**config.mk**
```make
export PLATFORM = sky130hd
export DESIGN_NAME = multdiv_seq
export DESIGN_NICKNAME = d
export VERILOG_FILES = /design/src/rtl/multdiv_seq.sv
export SDC_FILE = /design/constraint.sdc
export NUM_CORES = 1
export LEC_CHECK = 0
export ABC_AREA = 1
export ABC_CLOCK_PERIOD_IN_PS = 5400
export BUFFER_PORTS_ARGS = -buffer_cell sky130_fd_sc_hd__buf_2
export CAP_MARGIN = 5
export CORE_MARGIN = 3
export CORE_UTILIZATION = 30
export CTS_CLUSTER_DIAMETER = 60
export DETAILED_ROUTE_END_ITERATION = 6
export HOLD_SLACK_MARGIN = 0.05
export PLACE_DENSITY = 0.52
export REMOVE_ABC_BUFFERS = 1
export SETUP_SLACK_MARGIN = 0.05
export SLEW_MARGIN = 30
export SYNTH_ARGS = -nofsm -noshare
export SYNTH_HDL_FRONTEND = slang
export SYNTH_SLANG_ARGS = --single-unit
```
**constraint.sdc**
```tcl
create_clock -name clock -period 5.4 [get_ports clock]
set_clock_uncertainty 0.05 [all_clocks]
set_input_delay 0.81 -clock clock [delete_from_list [all_inputs] [get_ports clock]]
set_output_delay 0.81 -clock clock [all_outputs]
set_load 0.1 [all_outputs]
```
**src/rtl/multdiv_seq.sv**
```systemverilog
// Iterative signed 32x32 multiply / divide unit: one shift-add or restoring
// shift-subtract step per cycle, a single-cycle ready strobe on completion.
module multdiv_seq (
    input  logic        clock,
    input  logic        reset,
    input  logic        ctrl_MULT,
    input  logic        ctrl_DIV,
    input  logic [31:0] data_operandA,
    input  logic [31:0] data_operandB,
    output logic [31:0] data_result,
    output logic        data_exception,
    output logic        data_resultRDY
);

    typedef enum logic [1:0] {
        IDLE = 2'd0,
        RUN  = 2'd1,
        DONE = 2'd2
    } state_t;

    function automatic logic [31:0] abs32(input logic [31:0] v);
        abs32 = v[31] ? (~v + 32'd1) : v;
    endfunction

    state_t      state_r, state_s;
    logic [4:0]  cnt_r;
    logic [63:0] work_r, acc_r;
    logic [31:0] mag_b_r;
    logic        op_div_r, sign_r, dbz_r;
    logic [31:0] result_r;
    logic        exc_r, rdy_r;

    logic        start_s, is_div_s, dbz_start_s, load_s, rdy_s;
    logic [63:0] acc_step_s, mcand_step_s, div_shift_s, div_step_s, prod_s;
    logic [31:0] quot_mag_s, quot_s, fin_res_s, res_s;
    logic        fin_exc_s, exc_s;

    assign start_s     = ctrl_MULT | ctrl_DIV;
    assign is_div_s    = ctrl_DIV & ~ctrl_MULT;
    assign dbz_start_s = is_div_s & (data_operandB == 32'd0);

    // One datapath step and the value the result would take if this step is the last
    always_comb begin
        acc_step_s   = mag_b_r[cnt_r] ? (acc_r + work_r) : acc_r;
        mcand_step_s = {work_r[62:0], 1'b0};
        div_shift_s  = {work_r[62:0], 1'b0};
        if (div_shift_s[63:32] >= mag_b_r) begin
            div_step_s = {div_shift_s[63:32] - mag_b_r, div_shift_s[31:1], 1'b1};
        end else begin
            div_step_s = div_shift_s;
        end
        prod_s     = sign_r ? (~acc_step_s + 64'd1) : acc_step_s;
        quot_mag_s = div_step_s[31:0];
        quot_s     = sign_r ? (~quot_mag_s + 32'd1) : quot_mag_s;
        if (dbz_r) begin
            fin_res_s = 32'd0;
            fin_exc_s = 1'b1;
        end else if (op_div_r) begin
            // Only +2^31 (from -2^31 / -1) is out of range for a quotient
            fin_res_s = quot_s;
            fin_exc_s = ~sign_r & quot_mag_s[31];
        end else begin
            fin_res_s = prod_s[31:0];
            fin_exc_s = (prod_s[63:32] != {32{prod_s[31]}});
        end
    end

    // Next-state and result-load decode
    always_comb begin
        state_s = state_r;
        load_s  = 1'b0;
        res_s   = fin_res_s;
        exc_s   = fin_exc_s;
        case (state_r)
            IDLE, RUN: begin
                if (start_s) begin
                    if (dbz_start_s) begin
                        state_s = DONE;
                        load_s  = 1'b1;
                        res_s   = 32'd0;
                        exc_s   = 1'b1;
                    end else begin
                        state_s = RUN;
                    end
                end else if ((state_r == RUN) && (cnt_r == 5'd31)) begin
                    state_s = DONE;
                    load_s  = 1'b1;
                end else begin
                    state_s = state_r;
                end
            end
            // A divide-by-zero launched here runs the full sequence so the
            // ready strobe can never be high on two consecutive cycles
            DONE: begin
                if (start_s) begin
                    state_s = RUN;
                end else begin
                    state_s = IDLE;
                end
            end
            default: begin
                state_s = IDLE;
            end
        endcase
    end

    assign rdy_s = (state_s == DONE);

    // Control state and registered outputs
    always_ff @(posedge clock) begin
        if (reset) begin
            state_r  <= IDLE;
            result_r <= 32'd0;
            exc_r    <= 1'b0;
            rdy_r    <= 1'b0;
        end else begin
            state_r <= state_s;
            rdy_r   <= rdy_s;
            if (load_s) begin
                result_r <= res_s;
                exc_r    <= exc_s;
            end else begin
                result_r <= result_r;
                exc_r    <= exc_r;
            end
        end
    end

    // Operand latch and iteration datapath
    always_ff @(posedge clock) begin
        if (reset) begin
            cnt_r    <= 5'd0;
            work_r   <= 64'd0;
            acc_r    <= 64'd0;
            mag_b_r  <= 32'd0;
            op_div_r <= 1'b0;
            sign_r   <= 1'b0;
            dbz_r    <= 1'b0;
        end else if (start_s) begin
            cnt_r    <= 5'd0;
            work_r   <= {32'd0, abs32(data_operandA)};
            acc_r    <= 64'd0;
            mag_b_r  <= abs32(data_operandB);
            op_div_r <= is_div_s;
            sign_r   <= data_operandA[31] ^ data_operandB[31];
            dbz_r    <= dbz_start_s;
        end else if (state_r == RUN) begin
            cnt_r <= cnt_r + 5'd1;
            if (op_div_r) begin
                work_r <= div_step_s;
            end else begin
                work_r <= mcand_step_s;
                acc_r  <= acc_step_s;
            end
        end else begin
            cnt_r <= cnt_r;
        end
    end

    assign data_result    = result_r;
    assign data_exception = exc_r;
    assign data_resultRDY = rdy_r;

endmodule
```
==> summary.md, run 1 <==
| Metric | Value |
|---|---|
| Total Routing Usage GR | 0.2349 |
| Max cap viols | 0 |
| Worst Setup SP | work_r[8] |
| Post-CTS Setup Repair Bufs | 0 |
| Routability congestion estimate | 0.9899 |
| Power Dens Cells | 210.9 mW/mm2 |
| CTS sink count | 204 |
| P_leak | 0.01369 uW |
| Final HPWL DP | 77.67 mm |
| Combined area of the multi-input logic cells | 0.01553 mm2 |
| Buffers and inverters on the worst path | 4 |
| Clk slew on worst S/H paths | 70 ps |
| Worst IR drop on VDD | 0.2078 mV |
| Global-route wire length before repair | 144.0 mm |
| CTS tree | done |
| Crit path largest cell delay | 630 ps |
| Fill cells | 8587 |
| Worst skew pair latency | 610 ps |
| Max Clock Freq | 200.9 MHz |
| Cts bufs inserted | 30 |
| Fin nets | 4531 |
| DIE AREA | 0.07912 mm2 |
| PostCTS Resize Cnt | 0 |
| Worst Tran Pin Value | 963.2 ps |
| Slew Limit Fails | 0 |
| Vias in the first global route | 24200 |
| Routed WL per cell | 17.78 um |
| Netlist cell types | 49 |
| H-tree levels | 1 |
| Final setup margin | 422.6 ps |
| Port Buffer Count | 101 |
| Min Tclk post-route | 4977 ps |
| CP max FO | 7 |
| Seq/Total Area, Yosys | 0.1796 |
| Yosys reg bits | 204 |
| Core Box Area | 0.07470 mm2 |
| Die Width | 281.3 um |
| Post-synth design cell area | 0.02273 mm2 |
| Post-CTS Hold Fix Bufs | 0 |
| IO Pins | 102 |
| Crit path max-delay family | simple AND/OR/NAND/NOR gates |
| Reg-to-reg setup timing slack | 420 ps |
| Synth-to-Final Area Change | 12.33% |
| Worst path depth | 33 |
| Setup crit start kind | register |
| Hold/Removal Path Class | reg -> reg |
| Final hold slack | 405.6 ps |
| Post-synth EDFFs | 0 |
| Average size of a mapped cell | 5.308 um2 |
| Total Power | 5386 uW |
| Pre-CTS WS | 249.8 ps |
| Post-route DRC | 0 |
| CP arrival | 5400 ps |
| Rows | 100 |
| Register area | 0.004088 mm2 |
| DRT iter0 DRCs | 2289 |
| Synth warnings | 0 |
| CP Data Required Time | 5820 ps |
| Async set or reset register ratio after synthesis | 0 |
| Main synth FF type | dfxtp_1 |
| RSZ-0062 raised after global routing | false |
| CTS max path bufs | 3 |
| Die Ht | 281.3 um |
| Routed vias/inst | 4.977 |
| Drt pass-1 iters | 6 |
| Critical path type | reg -> reg |
| Routed vias | 26630 |
| Met1 global-route usage | 0.3381 |
| Status | completed |
| Hold Violations, Final | 0 |
| M2 GR Usage | 0.3662 |
| Initial Util | 0.3043 |
| Worst Setup EP | data_exception |
| # setup viols final | 0 |
| Share of cells above drive strength 1 | 0.06323 |
| Endpoint class of the critical path | register |
| Antenna violations before repair | 3 |
| Clk root buf | clkbuf_16 |
| Final wirelength | 95.12 mm |
| Routing usage on met3 | 0.02575 |
| Max-slew headroom | 0.3511 |
| Largest net degree at the start of global routing | 94 |
| Cells after Synth | 4283 |
| Antenna cells | 0 |
| RR Endpoint | data_exception |
| R2R Path Start | work_r[8] |
| Grt ovf | 0 |
| Period utilization | 0.9217 |
| Antenna-violating nets left | 0 |
| Crit-path slowest cell | dfxtp_1 |
| Most frequent CP cell | nand2_1 |
| FF-to-FF path depth | 33 |
| Gr busiest metal | met2 |
[worst min-delay path by stage]
| stage | depth (start not counted) | start | slack [ps] | end |
|---|---|---|---|---|
| floorplan | 1 | state_r[0] | 380 | state_r[0] |
| global placement | 1 | state_r[1] | 400 | state_r[0] |
| detailed placement | 1 | state_r[1] | 400 | state_r[0] |
| CTS | 2 | ctrl_MULT | 380 | op_div_r |
| global route | 2 | ctrl_MULT | 410 | op_div_r |
| finish | 1 | state_r[1] | 410 | state_r[0] |
[metal layers]
metal	up-vias	wire length, um
met4	0	3086
li1	13750	-
met3	128	6159
met1	11940	45390
met2	807	40490
met5	-	0
[worst register-to-register path: cells and delay by family (launching register included)]
family                   cells  cell delay [ps]
AO/OA/AOI/OAI                1               80
adder cells (fa/ha/maj)      1              380
buffers and inverters        4              620
flip-flops                   1              630
AND/OR/NAND/NOR             27             3040
[synth_stat cells, types with 32 or more instances]
cell type	instances	share of area
nand3_1	317	0.070
dfxtp_1	204	0.18
clkbuf_1	89	0.015
nand4_1	32	0.0088
o211ai_1	48	0.016
nor3_1	52	0.011
nand2_1	1556	0.26
a21oi_1	307	0.068
ha_1	101	0.056
o21ai_0	228	0.050
xor2_1	49	0.019
nor2_1	398	0.066
inv_1	669	0.11
[report_power, final]
part	switching, uW	internal [uW]
Sequential	85.6	1560
Combinational	1170	519
Clock	858	1200
Total	2110	3280
[area by class of cell]
type / count / area share
well taps: 969 / 0.04748
multi-input cells: 3264 / 0.6083
clock inverters: 15 / 0.006957
clock buffers: 38 / 0.03258
flip-flops and latches: 204 / 0.1601
repair buffers: 180 / 0.04449
inverters: 680 / 0.1001
[flip-flops by register name, summed over array words and instances, names as in the netlist]
name	flops
op_div_r	1
acc_r	64
cnt_r	5
dbz_r	1
data_result	32
data_resultRDY	1
work_r	64
sign_r	1
state_r	2
mag_b_r	32
data_exception	1
[through the flow]
stage | area, um2 | util | setup TNS [ps] | instances
floorplan | 22090 | - | -81960 | 4148
global placement | 24470 | 0.3276 | 0 | 5297
detailed placement | 24470 | 0.3276 | 0 | 5297
CTS | 25480 | 0.3411 | 0 | 5350
global route | 25540 | 0.3419 | 0 | 5350
finish | 25540 | 0.3419 | 0 | 5350
[cells by family after synthesis]
logic type	Yosys count	share of synthesized area
adders and majority gates	103	0.05735
AOI/OAI and AO/OA	677	0.1647
and+or+nand+nor	2407	0.4280
DFF	204	0.1796
buffers and inverters	815	0.1406
xor gates and xnor gates	77	0.02967
[layout by cell type (no fill, tap or decap), drive strengths merged, types with 38 or more instances in the layout]
master,instances
a21oi,307
xor2,49
dfxtp,204
buf,180
nand2,1566
nor3,52
inv,682
ha,101
clkbuf,38
o21ai,246
nor2,404
o211ai,48
nand3,317
No activity file was read; power rests on OpenSTA's default activity.
==> inputs of run 2 (changes only) <==
--- a/config.mk
+++ b/config.mk
@@ -9,7 +9,7 @@
 export ABC_CLOCK_PERIOD_IN_PS = 5400
 export BUFFER_PORTS_ARGS = -buffer_cell sky130_fd_sc_hd__buf_2
 export CAP_MARGIN = 5
-export CORE_MARGIN = 3
+export CORE_MARGIN = 1.5
 export CORE_UTILIZATION = 30
 export CTS_CLUSTER_DIAMETER = 60
 export DETAILED_ROUTE_END_ITERATION = 6
==> constraint.sdc (replaced) <==
create_clock -name clock -period 5.4 [get_ports clock]
set_clock_uncertainty 0.05 [all_clocks]
set_input_delay 0.54 -clock clock [delete_from_list [all_inputs] [get_ports clock]]
set_output_delay 0.54 -clock clock [all_outputs]
set_load 0.1 [all_outputs]
==> run 2 against run 1 <==
Compared with the run above: hold slack worse by 270 ps; worst setup slack better by 120 ps; core utilization is essentially flat; die area fell by 2.1%; design area barely moved; global-route usage up 0.14 points; first-iteration DRC count down 1.2%.
==> summary.md, run 2 (same netlist as run 1, synthesis figures left out) <==
| Metric | Value |
|---|---|
| Status | completed |
| Commonest non-fill, non-tap cells in the layout | nand2_1, inv_1, nor2_1 |
| Total Power | 5433 uW |
| Final wirelength | 93.14 mm |
| Period utilization | 0.8997 |
| Antenna-violating nets left | 0 |
| Die Width | 278.3 um |
| Crit-path slowest cell | ha_1 |
| Max cap viols | 0 |
| Final HPWL DP | 76.50 mm |
| DRT iter0 DRCs | 2261 |
| Largest registers | acc_r: 64 flops, work_r: 64 flops |
| Routed WL per cell | 17.43 um |
| Cts bufs inserted | 28 |
| DIE AREA | 0.07744 mm2 |
| CP max FO | 31 |
| CP arrival | 5280 ps |
| Clk slew on worst S/H paths | 60 ps |
| Core Box Area | 0.07470 mm2 |
| Antenna violations before repair | 1 |
| Grt ovf | 0 |
| Global-route wire length before repair | 143.1 mm |
| Crit path largest cell delay | 430 ps |
| Endpoint class of the critical path | register |
| Hold/Removal Path Class | in -> reg |
| Port Buffer Count | 101 |
| Post-route DRC | 0 |
| Worst skew pair latency | 590 ps |
| Crit path max-delay family | simple AND/OR/NAND/NOR gates |
| Setup crit start kind | register |
| P_leak | 0.01369 uW |
| Final setup margin | 541.5 ps |
| Antenna cells | 0 |
| Vias in the first global route | 24300 |
| Pre-CTS WS | 242.5 ps |
| Routability congestion estimate | 0.9900 |
| Rows | 100 |
| Die Ht | 278.3 um |
| Most frequent CP cell | nand2_1 |
| PostCTS Resize Cnt | 0 |
| Buffers and inverters on the worst path | 3 |
| Synth-to-Final Area Change | 12.26% |
| CTS max path bufs | 3 |
| Fill cells | 8586 |
| Util after Layout | 0.3416 |
| Slew Limit Fails | 0 |
| Post-CTS Setup Repair Bufs | 0 |
| CP Data Required Time | 5820 ps |
| CTS tree | done |
| Combined area of the multi-input logic cells | 0.01550 mm2 |
| Max-slew headroom | 0.4020 |
| Power Dens Cells | 212.9 mW/mm2 |
| Routed vias/inst | 5.013 |
| Drt pass-1 iters | 6 |
| Min Tclk post-route | 4859 ps |
| Worst path depth | 30 |
| Post-CTS Hold Fix Bufs | 0 |
| FF-to-FF path depth | 30 |
| Clk root buf | clkbuf_16 |
| Cells on Worst Hold Path | 2 |
| Initial Util | 0.3043 |
| Final hold slack | 135.6 ps |
| Share of cells above drive strength 1 | 0.06196 |
| Largest net degree at the start of global routing | 78 |
| IO Pins | 102 |
| Routed vias | 26790 |
| Commonest non-fill, non-tap cell in the layout | nand2_1 |
| Register area | 0.004088 mm2 |
| Fin nets | 4523 |
| # setup viols final | 0 |
| Hold Violations, Final | 0 |
| Worst IR drop on VDD | 0.2275 mV |
| Max Clock Freq | 205.8 MHz |
| Total Routing Usage GR | 0.2364 |
| CTS sink count | 204 |
| Critical path type | reg -> reg |
| H-tree levels | 1 |
| RSZ-0062 raised after global routing | false |
| Worst Tran Pin Value | 896.9 ps |
[run 2: changes by cell type in the layout (fill, tap and decap cells not counted), sizes merged]
cell,before,now
inv,682,681
bufinv,2,5
buf,180,174
clkbuf,38,37
clkinvlp,3,2
clkinv,8,7
[run 2: area by class of cell]
cell class              instances  area share
clock buffers                  37     0.03192
well taps                     969     0.04751
inverters                     680      0.1001
flip-flops and latches        204      0.1602
repair buffers                174     0.04324
multi-input cells            3264      0.6076
clock inverters                15    0.009463
[run 2: metal layers]
layer / GRT usage / vias to the layer above / wire, um
met3: 0.02233 / 141 / 5836
li1: - / 13750 / -
met1: 0.3372 / 12020 / 44370
met4: 0.07692 / 2 / 3099
met5: 0 / - / 13
met2: 0.3710 / 873 / 39820
[run 2: metrics by stage]
stage | std cells | cell area (um2) | setup TNS (ps)
6_report | 5343 | 25520 | 0
5_1_grt | 5343 | 25520 | 0
4_1_cts | 5343 | 25490 | 0
3_5_place_dp | 5291 | 24440 | 0
3_3_place_gp | 5291 | 24440 | 0
2_1_floorplan | 4148 | 22090 | -56630
[run 2: worst paths after layout]
path,start,end,slack (ps)
worst min register to register,data_result[0],data_result[0],410
worst min-delay path,ctrl_MULT,op_div_r,140
worst max register to register,work_r[20],data_exception,540
worst max-delay path,work_r[20],data_exception,540
[run 2: worst register-to-register path: cells and delay by family (launching register included)]
family / cells / cell delay, ps
and+or+nand+nor: 24 / 3100
buffers and inverters: 3 / 470
adders and majority gates: 1 / 430
DFF: 1 / 400
AOI/OAI and AO/OA: 2 / 280
[run 2: where the power goes]
group | total, uW | switching [uW] | internal, uW
Sequential | 1650 | 91.2 | 1560
Clock | 2120 | 809 | 1310
Combinational | 1660 | 1150 | 515
